$ cat src/rtl/therm_pkg.sv
// -----------------------------------------------------------------------------
// therm_pkg
// Shared constants for the sign-plus-thermometer encoder.
//   IN_W_DEF    : default width of the signed pre-activation sum
//   CODE_W_DEF  : default width of the sign + thermometer code
//   MAG_MAX_DEF : default largest representable magnitude (CODE_W_DEF - 1)
//   NEG_ZERO    : the sign-only code that must never reach the outputs
//   POS_FULL    : code for +MAG_MAX (also the positive clamp result)
//   NEG_FULL    : code for -MAG_MAX (also the negative clamp result)
// -----------------------------------------------------------------------------
package therm_pkg;

    localparam int IN_W_DEF    = 8;
    localparam int CODE_W_DEF  = 17;
    localparam int MAG_MAX_DEF = CODE_W_DEF - 1;

    localparam logic [CODE_W_DEF-1:0] NEG_ZERO = 17'h1_0000;
    localparam logic [CODE_W_DEF-1:0] POS_FULL = 17'h0_FFFF;
    localparam logic [CODE_W_DEF-1:0] NEG_FULL = 17'h1_FFFF;

    // Bits needed to hold a magnitude in 0..mag_max.
    function automatic int mag_width(input int mag_max);
        return $clog2(mag_max + 1);
    endfunction

endpackage

$ cat src/rtl/therm_expand.sv
// -----------------------------------------------------------------------------
// therm_expand
// Purely combinational magnitude-to-thermometer expansion.
//   sign : 1 = negative
//   mag  : magnitude, 0..CODE_W-1
//   code : bit CODE_W-1 = sign, low bits = mag ones from bit 0 upwards
// A zero magnitude always yields a cleared sign bit, so the negative-zero
// code cannot be produced even if an upstream stage presents sign=1, mag=0.
// -----------------------------------------------------------------------------
module therm_expand #(
    parameter int CODE_W = 17,
    parameter int MAG_W  = 5
) (
    input  logic              sign,
    input  logic [MAG_W-1:0]  mag,
    output logic [CODE_W-1:0] code
);

    genvar gi;
    generate
        for (gi = 0; gi < CODE_W - 1; gi++) begin : g_therm
            // Bit gi is set when the magnitude covers position gi.
            assign code[gi] = (32'(mag) > gi);
        end
    endgenerate

    assign code[CODE_W-1] = sign && (mag != '0);

endmodule

$ cat src/rtl/therm_encoder.sv
// -----------------------------------------------------------------------------
// therm_encoder
// Clamps a signed pre-activation sum to [-MAG_MAX, +MAG_MAX] and emits it as a
// sign + thermometer code through a two-stage valid/ready pipeline.
//   clk, rst_n          : clock, synchronous active-low reset
//   in_valid/in_ready   : input handshake, in_sum is the signed sample
//   out_valid/out_ready : output handshake carrying out_code and out_sat
//   out_code            : bit CODE_W-1 = sign, low bits = thermometer magnitude
//   out_sat             : the sample was clamped
//   sat_clr             : synchronous clear of sat_cnt (wins over increment)
//   sat_cnt             : saturating count of clamped samples accepted
// Stage 1 holds sign, magnitude and the clamp flag; stage 2 holds the expanded
// code and drives the outputs. Accepted in cycle N -> visible in cycle N+2.
// -----------------------------------------------------------------------------
module therm_encoder
    import therm_pkg::*;
#(
    parameter int IN_W    = IN_W_DEF,
    parameter int CODE_W  = CODE_W_DEF,
    parameter int MAG_MAX = MAG_MAX_DEF
) (
    input  logic                   clk,
    input  logic                   rst_n,
    input  logic                   in_valid,
    output logic                   in_ready,
    input  logic signed [IN_W-1:0] in_sum,
    output logic                   out_valid,
    input  logic                   out_ready,
    output logic [CODE_W-1:0]      out_code,
    output logic                   out_sat,
    input  logic                   sat_clr,
    output logic [7:0]             sat_cnt
);

    localparam int MAG_W = mag_width(MAG_MAX);

    // Clamp stage (combinational, in front of S1)
    logic signed [31:0] sum_ext;
    logic               clamp_sign;
    logic [MAG_W-1:0]   clamp_mag;
    logic               clamp_sat;

    always_comb begin
        sum_ext    = 32'(in_sum);
        clamp_sign = 1'b0;
        clamp_mag  = '0;
        clamp_sat  = 1'b0;
        if (sum_ext > MAG_MAX) begin
            clamp_mag = MAG_W'(MAG_MAX);
            clamp_sat = 1'b1;
        end else if (sum_ext < -MAG_MAX) begin
            clamp_sign = 1'b1;
            clamp_mag  = MAG_W'(MAG_MAX);
            clamp_sat  = 1'b1;
        end else if (sum_ext < 0) begin
            clamp_sign = 1'b1;
            clamp_mag  = MAG_W'(-sum_ext);
        end else begin
            clamp_mag = MAG_W'(sum_ext);
        end
    end

    // Pipeline state
    logic              s1_valid_reg;
    logic              s1_sign_reg;
    logic [MAG_W-1:0]  s1_mag_reg;
    logic              s1_sat_reg;
    logic              s2_valid_reg;
    logic [CODE_W-1:0] s2_code_reg;
    logic              s2_sat_reg;
    logic [7:0]        sat_cnt_reg;

    logic [CODE_W-1:0] exp_code;
    logic              s2_advance;
    logic              in_accept;

    therm_expand #(
        .CODE_W (CODE_W),
        .MAG_W  (MAG_W)
    ) u_expand (
        .sign (s1_sign_reg),
        .mag  (s1_mag_reg),
        .code (exp_code)
    );

    // S2 can take a new value when empty or being drained this cycle; S1 can
    // then advance, which frees it for a new input. No path from in_valid.
    assign s2_advance = !s2_valid_reg || out_ready;
    assign in_ready   = !s1_valid_reg || s2_advance;
    assign in_accept  = in_valid && in_ready;

    always_ff @(posedge clk) begin
        if (!rst_n) begin
            s1_valid_reg <= 1'b0;
            s1_sign_reg  <= 1'b0;
            s1_mag_reg   <= '0;
            s1_sat_reg   <= 1'b0;
            s2_valid_reg <= 1'b0;
            s2_code_reg  <= '0;
            s2_sat_reg   <= 1'b0;
            sat_cnt_reg  <= 8'd0;
        end else begin
            if (in_ready) begin
                s1_valid_reg <= in_valid;
                if (in_valid) begin
                    s1_sign_reg <= clamp_sign;
                    s1_mag_reg  <= clamp_mag;
                    s1_sat_reg  <= clamp_sat;
                end
            end

            // Payload only reloads with a real sample so a stalled output
            // stays frozen and an emptied stage keeps harmless old data.
            if (s2_advance) begin
                s2_valid_reg <= s1_valid_reg;
                if (s1_valid_reg) begin
                    s2_code_reg <= exp_code;
                    s2_sat_reg  <= s1_sat_reg;
                end
            end

            if (sat_clr) begin
                sat_cnt_reg <= 8'd0;
            end else if (in_accept && clamp_sat && (sat_cnt_reg != 8'hFF)) begin
                sat_cnt_reg <= sat_cnt_reg + 8'd1;
            end
        end
    end

    assign out_valid = s2_valid_reg;
    assign out_code  = s2_code_reg;
    assign out_sat   = s2_sat_reg;
    assign sat_cnt   = sat_cnt_reg;

endmodule

$ cat config.mk
export PLATFORM = sky130hd
export DESIGN_NAME = therm_encoder
export DESIGN_NICKNAME = d
export VERILOG_FILES = /design/src/rtl/therm_pkg.sv /design/src/rtl/therm_expand.sv /design/src/rtl/therm_encoder.sv
export SDC_FILE = /design/constraint.sdc
export NUM_CORES = 1
export LEC_CHECK = 0
export CAP_MARGIN = 0
export CORE_MARGIN = 1.5
export CORE_UTILIZATION = 50
export DETAILED_ROUTE_END_ITERATION = 12
export DONT_BUFFER_PORTS = 1
export PLACE_DENSITY = 0.74
export SLEW_MARGIN = 20
export SYNTH_ARGS = -nofsm -noshare
export SYNTH_HDL_FRONTEND = slang
export SYNTH_SLANG_ARGS = --single-unit
export TNS_END_PERCENT = 50
$ cat constraint.sdc
create_clock -name clk -period 1.95 [get_ports clk]
set_clock_uncertainty 0.15 [all_clocks]
set_input_delay 0.195 -clock clk [delete_from_list [all_inputs] [get_ports clk]]
set_output_delay 0.195 -clock clk [all_outputs]
set_load 0.01 [all_outputs]
# After elaboration in Yosys (flattened, before gate mapping)

Index checks and enable logic that the tools add are counted.

Bitwise operators: 1
$add $sub $neg: 2
Equal/unequal tests: 1
Reductions and logical operators: 12
$lt $le $gt $ge: 19
Muxes and demuxes: 8

Operators by type and width:

| cell                                                                            | number |
|---|---|
| 5-bit by 4-bit greater-than comparator with 1-bit output, second input constant | 8 |
| 5-bit by 3-bit greater-than comparator with 1-bit output, second input constant | 4 |
| 5-bit two-way mux                                                               | 3 |
| 5-bit by 1-bit greater-than comparator with 1-bit output, second input constant | 2 |
| 5-bit by 2-bit greater-than comparator with 1-bit output, second input constant | 2 |
| 8-bit by 1-bit adder with 8-bit output, second input constant                   | 1 |
| 8-bit by 6-bit greater-than comparator with 1-bit output, second input constant | 1 |
| 8-bit by 1-bit < comparator with 1-bit output, second input constant            | 1 |
| 8-bit by 5-bit < comparator with 1-bit output, second input constant            | 1 |
| 8-bit != test, second input constant                                            | 1 |
| 1-bit two-way mux                                                               | 5 |
| 5-bit negator                                                                   | 1 |
| 5-bit nonzero test                                                              | 1 |
| 1-bit logical AND                                                               | 4 |
| 2-bit AND reduction                                                             | 2 |
| 1-bit zero test                                                                 | 2 |
| 1-bit logical OR                                                                | 2 |
| 2-bit OR reduction                                                              | 1 |
| 1-bit NOT                                                                       | 1 |

Output and inout port bits: 28
Bits of input ports: 13
Word-level logic and storage cells: 51
Register bits after elaboration: 35

# Depth between registers and ports, before layout

Gate-level depths: netlist of the first run.

Depth after elaboration: 6
Depth in mapped cells: 7
Mapped depth without buffers: 6

# Hierarchy

A second synthesis of the first run with hierarchy kept.

Cells, all modules: 219
Area total of the unflattened synthesis: 1785.5 µm²

Modules (own cells, without submodules):

| module        | seq. area each (µm²) | times used | cells each | area an instance (µm²) |
|---|---|---|---|---|
| therm_encoder | 700.7                | 1          | 188        | 1599.0 |
| therm_expand  | 0.0                  | 1          | 31         | 186.4 |

# Least setup slack after synthesis of the first run

Ideal clock, no wire load.

Path kind: input to register
Start point: input port in_sum[0]
End point: register sat_cnt_reg[6], in the netlist sat_cnt[6]
Cell stages on the path: 7
Buffers on the path: 1
Data required time: 1.721 ns
Setup slack: 0.171 ns
Setup time: 0.079 ns
Data arrival time: 1.549 ns
Cells stage by stage: inv_1 -> ha_1 -> or3b_4 -> a311oi_4 -> buf_6 -> nor4b_1 -> a211oi_2

Cells in the longest elaborated chain, start to end: 5
Elaborated cells on any way between the ends: 6
Classes of those cells: order compare: 2; mux: 2; reduce/logical: 2

Ends and longest elaborated chain:

| what                                          | RTL line             | source |
|---|---|---|
| start, declared                               | therm_encoder.sv:26  | `input logic signed [IN_W-1:0] in_sum,` |
| 8-bit by 5-bit < comparator with 1-bit output | therm_encoder.sv:51  | `end else if (sum_ext < -MAG_MAX) begin` |
| 1-bit two-way mux                             | therm_encoder.sv:51  |  |
| 1-bit two-way mux (*)                         | therm_encoder.sv:48  | `if (sum_ext > MAG_MAX) begin` |
| 1-bit logical AND (*) (2 in series)           | therm_encoder.sv:124 | `end else if (in_accept && clamp_sat && (sat_cnt_reg != 8'hFF)) begin` |
| end signal, assigned                          | therm_encoder.sv:125 | `sat_cnt_reg <= sat_cnt_reg + 8'd1;` |
| end, declared                                 | therm_encoder.sv:71  | `logic [7:0] sat_cnt_reg;` |

Mark *: on every way between the ends. The rest lies on a longest branch, timed or not.
A chain may end at the register's enable or synchronous reset.

# Worst setup path in the final report of the first run

Start point: register sat_cnt_reg[0], in the netlist sat_cnt[0]
End point: register sat_cnt_reg[5], in the netlist sat_cnt[5]

Cells in the longest elaborated chain, start to end: 2
Elaborated cells on any way between the ends: 3
Classes of those cells: add/sub: 1; eq/ne: 1; reduce/logical: 1

Ends and longest elaborated chain:

| what |
|---|
| branches (longest 2 deep; another with 8-bit by 1-bit adder with 8-bit output) |

Several ways; the timed one is not identified.

==> results of run 1 <==
metal layers:
layer  wire [microns]  GRT usage, %  up-vias
li1                 -             -      709
met3              291          8.96       11
met4               65          7.76        0
met2             1770          34.8       57
met1             1630          25.2      644
met5                0             0        -
worst reg2reg max path, cell delays in order (launching register included):
cell and delay (ns):
dfxtp_1 0.39, ha_1 0.31, nand2_1 0.12, o211ai_1 0.17, or4_1 0.45, a21oi_1 0.15
worst max path at each step:
stage                     startpoint       endpoint
after floorplan            in_sum[0]     sat_cnt[6]
after global placement     in_sum[0]     sat_cnt[6]
after detailed placement   in_sum[0]  s1_mag_reg[2]
after CTS                 sat_cnt[1]     sat_cnt[6]
after global routing      sat_cnt[0]     sat_cnt[5]
final                     sat_cnt[0]     sat_cnt[5]
where the power goes:
group | switching [uW] | internal, uW
registers | 52.8 | 754
clock network | 261 | 138
logic | 90.5 | 79.0
total | 404 | 970
final cells by class:
class	instances	area, sq um
tap	44	55.1
inverter	7	26.3
clock buffer	5	37.5
fill	286	1250
sequential	35	701
multi-input combinational	132	873
clock inverter	3	20.0
timing repair buffer	13	135
synth_stat cells (3+ instances only):
cell / count
nand2_1: 17
mux2i_1: 5
o31ai_1: 5
nand3_1: 6
nor3_1: 3
ha_1: 3
nand2b_1: 5
a21boi_0: 3
a31oi_1: 11
clkbuf_1: 12
dfxtp_1: 35
nand4_1: 3
nor2_1: 8
nor2b_1: 4
a211oi_1: 3
o211ai_1: 4
o21ai_0: 14
a21oi_1: 9
inv_1: 7
o211a_1: 5
through the flow:
| stage | hold WS (ns) | setup slack [ns] | utilization, % |
|---|---|---|---|
| 5_1_grt | 0.0141 | 0.0324 | 59.6 |
| 6_report | 0.00359 | 0.160 | 59.6 |
| 2_1_floorplan | 0.180 | 0.171 | - |
| 3_3_place_gp | 0.179 | 0.168 | 54.3 |
| 3_5_place_dp | 0.186 | 0.0880 | 54.3 |
| 4_1_cts | 0.00561 | 0.160 | 59.4 |
what timing repair did:
item	4_1_cts	5_1_grt
setup endpoints to repair	0	1
hold buffers	10	0
hold endpoints to repair	30	0
gates resized for setup	0	1
cells by family (layout without fill, tap and decap cells):
group / Yosys count / count (layout)
adder cells (fa/ha/maj): 3 / 3
AND/OR/NAND/NOR: 58 / 58
flip-flops: 35 / 35
AO/OA/AOI/OAI: 63 / 63
buffers and inverters: 20 / 28
multiplexers: 5 / 5
XOR/XNOR: 3 / 3
==> impl_results.md, run 1 <==
* DR vias/cell at 5.95
* Die Wd at slightly above 60 microns
* Post-synthesis mux area share at 3.03%
* Syn Inst Count at 187
* Largest register FFs at 17
* Clk slew on worst S/H paths at approximately 0.11 ns
* RSZ-0062 raised after global routing: no
* ANT cells at 0
* Drt drc at 0
* Commonest non-fill, non-tap cell in the layout: dfxtp_1
* Largest family of logic cells by synthesized area: compound AO/OA/AOI/OAI gates
* FF-to-FF End: sat_cnt[5]
* Synth Cell Area at 0.00165 sq mm
* Actual slew at the worst max-slew pin at 0.792 ns
* Leading area contributor after synthesis: dfxtp_1
* Avg Cell Area, Syn at 8.83 sq um
* Final Power at 1370 uW
* Worst Reg-to-Reg Cells at 5
* Grt ovf at 0
* Initial DRT Pass Iterations at 6
* CP max stage cell: or4_1
* Status: complete, no violations
* Synth Area in Compound Gates at between 20 and 30%
* Core Rows at 20
* Nets at 210
* Worst setup SP type: register
* Buf/Inv on CP at 0
* Reg2Reg Launch Point: sat_cnt[0]
* Starting DRC count in detailed routing at 45
* Critical path peak fanout at 6
* F_max at 559 MHz
* Critical Path RT at roughly 2.1 ns
* Clock tree buffer depth at 2
* Area Overhead vs Synth at 12.0%
* Async SR Flop Fraction at 0%
* Hold path startpoint: in_sum[0]
* Via count at 1421
* #FFs+latches synth at 35
* Dpl hpwl at ~2.5 mm
* Setup violators final at 0
* Initial antenna violation count at 0
* CP Cell Sequence: ha_1 > nand2_1 > o211ai_1 > or4_1 > a21oi_1
* CORE AREA at ~0.0031 sq mm
* CP delay by family, top: simple AND/OR/NAND/NOR gates
* CP arrival at 1.92 ns
* First-pass GRT wire length at 5.80 mm
* Critical Path Max Stage Delay at 0.44 ns
* Share of layout cells above drive strength 1 at 9.23%
* PwrDens at 744 mW/mm^2
* HP Class: in2reg
* Vias in the first global route at approximately 1300
* Unique masters post-synth at 39
* Clock root buffer: clkbuf_4
* Post-DP Area at ~0.0017 sq mm
* Total CTS buffers at 5
* Wirelength per Cell at 15.7 microns
* Die area at between 0.003 and 0.004 sq mm
* Tmin final at 1.79 ns
* Top-area cell type share of the netlist area at 42.5%
* CTS H-tree depth at 2
* R2R setup slack at between 0.15 and 0.2 ns
* DRT antenna net count at 0
* Syn nets at 203
* Hold Fails Final Rpt at 0
* Max-slew violations at 0
* Final GP Congestion at 0.865
* Sequential area share after synthesis at 42.5%
* Synth Area in XOR/XNOR at ~1.6%
* Dpl cells at around 220
* Die H at around 60 microns
* Commonest register cell after synthesis: dfxtp_1
* Max-cap violations at 0
* # IOs at 41
* Synth area leaders: dfxtp_1 42%, o21ai_0 4.2%, a31oi_1 4.2%
* Fin crit share at 91.8%
* GRT Util Overall at around a fifth
* Clk Latency, worst-skew pair at 0.34 ns
* Leakage power at 0.000682 uW
* CTS tree: done
* Worst VDD drop at between 0.4 and 0.5 mV
* Cell depth of the worst setup path at 5
* Clk sinks at 35
* Non-Filler Instances at roughly 240
* Hold-critical path depth at 3
* Worst Setup Path Type: reg2reg
* Number of flops mapped to enable cells by yosys at 0
* Initial core utilization at 53.2%
* Fin area at 0.00185 sq mm
* Commonest non-fill, non-tap cells in the layout: 35 x dfxtp_1, 17 x nand2_1, 14 x o21ai_0, 11 x a31oi_1, 10 x dlygate4sd3_1
* Detailed Route WL at 3.76 mm
* Setup tns final at 0 ns
* Post-CTS Setup Bufs at 0
* Post-Synth Adder-Cell Area at 2.27%
* Hold Path End: s1_mag_reg[3]
* YS warnings at 0
* Slew HR at a little under half
* Largest net degree at the start of global routing at 26
* Post-Synth Simple-Gate Area at 18.3%
* Port Buffers at 0
* Setup crit end kind: register
(Power assumes the default switching activity.)
==> run 2: changes to the inputs <==
--- a/config.mk
+++ b/config.mk
@@ -6,6 +6,7 @@
 export NUM_CORES = 1
 export LEC_CHECK = 0
 export CAP_MARGIN = 0
+export CORE_ASPECT_RATIO = 0.7
 export CORE_MARGIN = 1.5
 export CORE_UTILIZATION = 50
 export DETAILED_ROUTE_END_ITERATION = 12
==> run 2 against run 1 <==
  * The flow now finishes with violations (design-rule violations)
  * Worst hold slack better by 0.0045 ns
  * Combinational power decreased by 3%
  * Sequential power barely moved
  * Global-route usage decreased by 1.0 points
  * First-iteration DRC count is 33% higher
  * Sequential cell count unchanged
  * Critical path depth unchanged
  * Total power increased by 3.8%
  * Sequential share of layout area up 0.49 points
  * Final cell count fell by 4.2%
  * Core utilization shrank 1.6 points
==> impl_results.md, run 2 (same netlist as run 1, synthesis figures left out) <==
* Leakage power at 0.000683 uW
* Initial core utilization at 52.4%
* Commonest non-fill, non-tap cells in the layout: 35 x dfxtp_1, 17 x nand2_1, 14 x o21ai_0, 11 x a31oi_1, 9 x a21oi_1
* Max-cap violations at 0
* Detailed Route WL at 3.63 mm
* Vias in the first global route at 1278
* Die area at 0.00366 sq mm
* Clock tree buffer depth at 2
* Slew HR at between 50% and 60%
* Commonest non-fill, non-tap cell in the layout: dfxtp_1
* Drt drc at 2
* Setup violators final at 0
* DRT antenna net count at 0
* Die Wd at between 70 and 80 microns
* RSZ-0062 raised after global routing: yes
* Dpl hpwl at 2.55 mm
* Actual slew at the worst max-slew pin at 0.720 ns
* # IOs at around 40
* Grt ovf at 0
* Critical path peak fanout at 6
* Via count at 1426
* Non-Filler Instances at 229
* Initial antenna violation count at 0
* Dpl cells at 217
* Wirelength per Cell at 15.9 microns
* Clock root buffer: clkbuf_8
* Worst Setup Path Type: reg2reg
* F_max at 550 MHz
* Share of layout cells above drive strength 1 at 9.42%
* CTS H-tree depth at 2
* Clk sinks at 35
* Total CTS buffers at 5
* Die H at a little over 50 microns
* CORE AREA at 0.00315 sq mm
* Status: complete, but fails checks
* Hold Fails Final Rpt at 0
* Starting DRC count in detailed routing at 60
* Failing checks: design-rule violations
* Clk Latency, worst-skew pair at 0.28 ns
* ANT cells at 0
* Clk slew on worst S/H paths at 0.06 ns
* First-pass GRT wire length at 5.80 mm
* Worst VDD drop at 0.317 mV
* Setup crit end kind: register
* Worst setup SP type: register
* Initial DRT Pass Iterations at 9
* R2R setup slack at 0.13 ns
* Area Overhead vs Synth at 10.5%
* Largest net degree at the start of global routing at 25
* Tmin final at 1.82 ns
* DR vias/cell at 6.23
* GRT Util Overall at 20.3%
* Final Core Density at around 58%
* Max-slew violations at 0
* Largest register FFs at 17
* Fin crit share at 93.2%
* CTS tree: done
* Post-CTS Setup Bufs at 0
* CP arrival at 1.87 ns
* Core Rows at 17
* Port Buffers at 0
* Critical Path RT at between 2 and 2.5 ns
* HP Class: in2reg
* Final GP Congestion at 0.872
* Nets at 208
* PwrDens at 782 mW/mm^2
[run 2: cell count changes in the layout (fill, tap and decap cells not counted)]
| cell | before | now |
|---|---|---|
| clkbuf_4 | 5 | 0 |
| clkbuf_8 | 0 | 5 |
| clkinv_2 | 1 | 0 |
| clkbuf_1 | 0 | 1 |
| nor4_2 | 0 | 1 |
| buf_12 | 1 | 0 |
| dlygate4sd3_1 | 10 | 6 |
| buf_4 | 2 | 5 |
| clkinvlp_4 | 2 | 0 |
| nor4_1 | 2 | 1 |
[run 2: per-layer routing]
layer	global-route usage [%]	share of wire, %	wire length, microns	up-vias
li1	-	-	-	702
met1	26.1	47	1710	663
met2	33.2	45	1650	57
met3	5.92	6.7	242	4
met4	5.97	0.74	27	0
met5	0	0	0	-
[run 2: cell type report]
cell class	instances	area, sq um
clock buffer	6	72.6
timing repair buffer	11	97.6
tap	38	47.5
sequential	35	701
fill	281	1320
inverter	7	26.3
multi-input combinational	132	880
[run 2: report_power, final]
group | switching (uW) | leakage [uW] | internal (uW)
logic | 91.7 | 0.000359 | 72.4
registers | 49.9 | 0.000287 | 754
clock network | 221 | 0.0000371 | 237
[run 2: critical path: stages (launching register included)]
cell      delay (ns)
dfxtp_1         0.44
ha_1            0.33
nand2_1         0.10
o211ai_1        0.41
o21ai_0         0.18
a21oi_1         0.14
[run 2: through the flow]
| step | hold slack [ns] | instance area, sq um | worst slack, ns | setup TNS, ns | power, uW |
|---|---|---|---|---|---|
| 3_5_place_dp | 0.181 | 1680 | 0.0726 | 0 | 965 |
| 6_report | 0.00806 | 1820 | 0.133 | 0 | 1430 |
| 2_1_floorplan | 0.180 | 1650 | 0.171 | 0 | 936 |
| 4_1_cts | 0.0125 | 1810 | 0.136 | 0 | 1440 |
| 3_3_place_gp | 0.176 | 1680 | 0.135 | 0 | 957 |
| 5_1_grt | 0.0270 | 1820 | -0.0221 | -0.0221 | 1480 |
[run 2: what timing repair did]
item,CTS,global route
endpoints found under the setup margin,0,3
resized for setup,0,2
hold endpoints to repair,28,0
hold buffers,6,0
[run 2: path summary, 6_finish.rpt]
kind / startpoint / end / cells past startpoint
worst max-delay path: sat_cnt[0] / sat_cnt[3] / 5
worst min-delay path: in_sum[4] / s1_mag_reg[4] / 2
worst max register to register: sat_cnt[0] / sat_cnt[3] / 5
worst min register to register: s1_sign_reg / s1_sign_reg / 2
==> variant 1 (config.mk and constraints of run 1) <==
The package constant `CODE_W_DEF` goes from 17 to 34.
--- a/src/rtl/therm_pkg.sv
+++ b/src/rtl/therm_pkg.sv
@@ -12,5 +12,5 @@
 
     localparam int IN_W_DEF    = 8;
-    localparam int CODE_W_DEF  = 17;
+    localparam int CODE_W_DEF  = 34;
     localparam int MAG_MAX_DEF = CODE_W_DEF - 1;
 
Ports: changed (resized out_code); port bits go from 41 to 58. The function was not compared with the original's and may differ.
==> variant 1 against run 1 <==
- routed wire length grew 52%
- worst setup slack gained 0.011 ns
- die area grew 43%
- global-route usage grew 1.4 points
- sequential cell count grew 18
- final area grew 50%
- synthesized cell count grew 53%
- power grew 63%
- synthesized area grew 46%
- largest cell class unchanged
- largest power group unchanged
==> variant 1: results (changes against run 1) <==
stage	metric	value	unit	change
status	run_status	completed		unchanged
logic_synthesis	synthTopCellsByArea	sky130_fd_sc_hd__dfxtp_1 44%, sky130_fd_sc_hd__o21ai_0 8.1%, sky130_fd_sc_hd__a21oi_1 7.7%, sky130_fd_sc_hd__nand2_1 4.4%, sky130_fd_sc_hd__ha_1 3.1%		was sky130_fd_sc_hd__dfxtp_1 42%, sky130_fd_sc_hd__o21ai_0 4.2%, sky130_fd_sc_hd__a31oi_1 4.2%, sky130_fd_sc_hd__nand2_1 3.9%, sky130_fd_sc_hd__mux2i_1 3.0%
critical_path	cp-endpoint	sat_cnt[3]$_SDFFE_PP0P_		was sat_cnt[5]$_SDFFE_PP0P_
drt	met3WireLength	345	µm	was 291 µm
grt	grt_pass1_wl	9510	µm	was 5800 µm
logic_synthesis	synth_fa_ha_area_share	3.13	%	was 2.27%
critical_path	timing.critical_path.arrival	1.87	ns	was 1.92 ns
pwr	switching_share	25.3	%	was 29.4%
timing	tightest_slew	0.862	ns	was 0.792 ns
grt	first_global_vias	2066		was 1287
drt	drt-met1-wl	2590	µm	was 1630 µm
finish	largest_register_ff_count	34		was 17
drt	met2_wirelength	2730	µm	was 1770 µm
floorplanning	n_tap_cell	54		was 44
finish	num-clock-buffers	7		was 5
placed_design	post-place-cells	341		was 221
placed_design	place_worst_setup_slack	-0.139	ns	was 0.0880 ns
finish	seq_cell_count	53		was 35
logic_synthesis	post_synth_xor_area_fraction	1.09	%	was 1.59%
grt	use_met1	30.5	%	was 25.2%
drt	postRouteWirelength	5710	µm	was 3760 µm
pwr	power_leakage	1.01	nW	was 0.682 nW
grt	groute.layer.met2.usage	35.5	%	was 34.8%
placed_design	place.detailed.hpwl	3810	µm	was 2480 µm
finish	finalNonFillerCells	357		was 239
pwr	ir_worst_vdd	0.335	mV	was 0.424 mV
grt	grt_max_degree	40		was 26
finish	clockNetworkAreaShare	4.20	%	was 3.11%
finish	nets	321		was 210
critical_path	crit_path_max_fanout	10		was 6
pwr	power.density	810	nW/µm²	was 744 nW/µm²
finish	num-fill-cells	421		was 286
logic_synthesis	synth_cell_type_count	47		was 39
finish	multi_input_area_share	44.8	%	was 47.3%
critical_path	crit_path_largest_cell_delay	0.47	ns	was 0.44 ns
clock_tree	cts_hold_repair.buffers	7		was 10
logic_synthesis	ys_seq_area_share	44.2	%	was 42.5%
timing	finalHoldWorstSlack	0.0185	ns	was 0.00359 ns
drt	viasPerCell	6.02		was 5.95
finish	signal_buffer_area_fraction	8.94	%	was 7.31%
finish	sequential_cell_area	1060	µm²	was 701 µm²
[variant 1: changes by cell type after synthesis, moves of 5 or more]
| cell | before | now |
|---|---|---|
| sky130_fd_sc_hd__dfxtp_1 | 35 | 53 |
| sky130_fd_sc_hd__a31oi_1 | 11 | 6 |
| sky130_fd_sc_hd__nand2_1 | 17 | 28 |
| sky130_fd_sc_hd__a21oi_1 | 9 | 37 |
| sky130_fd_sc_hd__o21ai_0 | 14 | 39 |
| sky130_fd_sc_hd__o211a_1 | 5 | 0 |
| sky130_fd_sc_hd__nand3_1 | 6 | 11 |
[variant 1: logic make-up after synthesis]
family                     Yosys count
xor gates and xnor gates             3
DFF                                 53
buffers and inverters               31
AOI/OAI and AO/OA                  106
muxes                                3
adders and majority gates            6
and+or+nand+nor                     85
==> variant 2 (flow settings as in run 1) <==
Made on the original files. Make the reset (`rst_n`) asynchronous in one clocked block. Comments in the files are not updated.
--- a/src/rtl/therm_encoder.sv
+++ b/src/rtl/therm_encoder.sv
@@ -90,5 +90,5 @@
     assign in_accept  = in_valid && in_ready;
 
-    always_ff @(posedge clk) begin
+    always_ff @(posedge clk or negedge rst_n) begin
         if (!rst_n) begin
             s1_valid_reg <= 1'b0;
Function: differs if rst_n is asserted again (counterexample within 4 cycles, from zero or initial values and one cycle with rst_n low); with rst_n held inactive, the same outputs for 10 cycles.
==> variant 2 against run 1 <==
- the run now ends with hold timing left
- critical path type unchanged
- sequential cell count unchanged
- final area increased by 15%
- power increased by 17%
- clock power decreased by 4%
- non-clock buffer count increased by 21
- largest power group unchanged
- worst setup slack got worse by 0.059 ns
- synthesized area increased by 6.0%
- routed wire length increased by 3.8%
==> variant 2: results (changes against run 1) <==
stage	metric	value	unit	change
status	run_status	finished, violations left		was completed
status	violated_checks	hold timing		
logic_synthesis	synthTopCellsByArea	sky130_fd_sc_hd__dfrtp_1 50%, sky130_fd_sc_hd__nand2_1 5.8%, sky130_fd_sc_hd__o21ai_0 4.9%, sky130_fd_sc_hd__a21oi_1 2.6%, sky130_fd_sc_hd__o31ai_1 2.6%		was sky130_fd_sc_hd__dfxtp_1 42%, sky130_fd_sc_hd__o21ai_0 4.2%, sky130_fd_sc_hd__a31oi_1 4.2%, sky130_fd_sc_hd__nand2_1 3.9%, sky130_fd_sc_hd__mux2i_1 3.0%
pwr	power.density	756	nW/µm²	was 744 nW/µm²
logic_synthesis	synth_fa_ha_area_share	2.15	%	was 2.27%
min_path	hp-start	in_sum[6]		was in_sum[0]
drt	wire_per_inst	15.3	µm	was 15.7 µm
finish	drive_above_1_share	20.1	%	was 9.23%
timing	tightest_slew	0.425	ns	was 0.792 ns
placed_design	routabilityCongestion	0.815		was 0.865
logic_synthesis	synth.top_cells.by_count	35 x sky130_fd_sc_hd__dfrtp_1, 27 x sky130_fd_sc_hd__nand2_1, 17 x sky130_fd_sc_hd__o21ai_0, 9 x sky130_fd_sc_hd__a21oi_1, 9 x sky130_fd_sc_hd__clkbuf_1		was 35 x sky130_fd_sc_hd__dfxtp_1, 17 x sky130_fd_sc_hd__nand2_1, 14 x sky130_fd_sc_hd__o21ai_0, 12 x sky130_fd_sc_hd__clkbuf_1, 11 x sky130_fd_sc_hd__a31oi_1
timing	finalHoldWorstSlack	-0.0316	ns	was 0.00359 ns
logic_synthesis	synth.net_count	194		was 203
clock_tree	cts_hold_repair.buffers	15		was 10
grt	first_global_vias	1427		was 1287
timing	worst_slack_setup_final	0.100	ns	was 0.160 ns
timing	final-hold-violation-count	1		was 0
grt	grt_max_degree	36		was 26
critical_path	worstRegToRegCells	4		was 5
placed_design	place_worst_setup_slack	-0.0874	ns	was 0.0880 ns
pwr	pwr-share-seq	58.3	%	was 58.7%
min_path	hold_path_end	s1_sign_reg$_DFFE_PN0P_		was s1_mag_reg[3]$_SDFFE_PN0P_
logic_synthesis	post_synth_mux_area_share	3.08	%	was 3.03%
logic_synthesis	synth_ff_type	sky130_fd_sc_hd__dfrtp_1		was sky130_fd_sc_hd__dfxtp_1
logic_synthesis	synth_cell_type_count	42		was 39
drt	detailedRoute.firstIterationViolations	79		was 45
critical_path	cp-endpoint	sat_cnt[2]$_DFFE_PN0P_		was sat_cnt[5]$_SDFFE_PP0P_
drt	met2_wirelength	1900	µm	was 1770 µm
==> variant 2: changes by cell type after synthesis, sizes merged, moves of 5 or more <==
cell / change
a31oi: -8
o211a: -5
dfxtp: -35
nand2: +11
o21ai: +6
dfrtp: +35
==> variant 2: per-stage QoR <==
stage / TNS [ns] / hold WS (ns) / cell area, µm²
global placement: -0.0248 / -0.249 / 1870
global route: 0 / 0.00338 / 2120
finish: 0 / -0.0316 / 2120
floorplan: 0 / -0.251 / 1750
CTS: 0 / 0.000880 / 2080
detailed placement: -0.231 / -0.249 / 1870
==> variant 2: metal layers <==
layer / up-vias / track usage [%]
met5: - / 0
met4: 0 / 7.50
met3: 9 / 6.70
met2: 71 / 35.5
met1: 699 / 27.1
li1: 699 / -
==> variant 2: layout make-up <==
class                           instances  share of cell area [%]
Clock buffer                            6                    1.94
Clock inverter                          2                   0.589
Multi-Input combinational cell        128                    38.5
Inverter                                4                   0.707
Timing Repair Buffer                   34                    14.4
Tap cell                               46                    2.71
Sequential cell                        35                    41.2
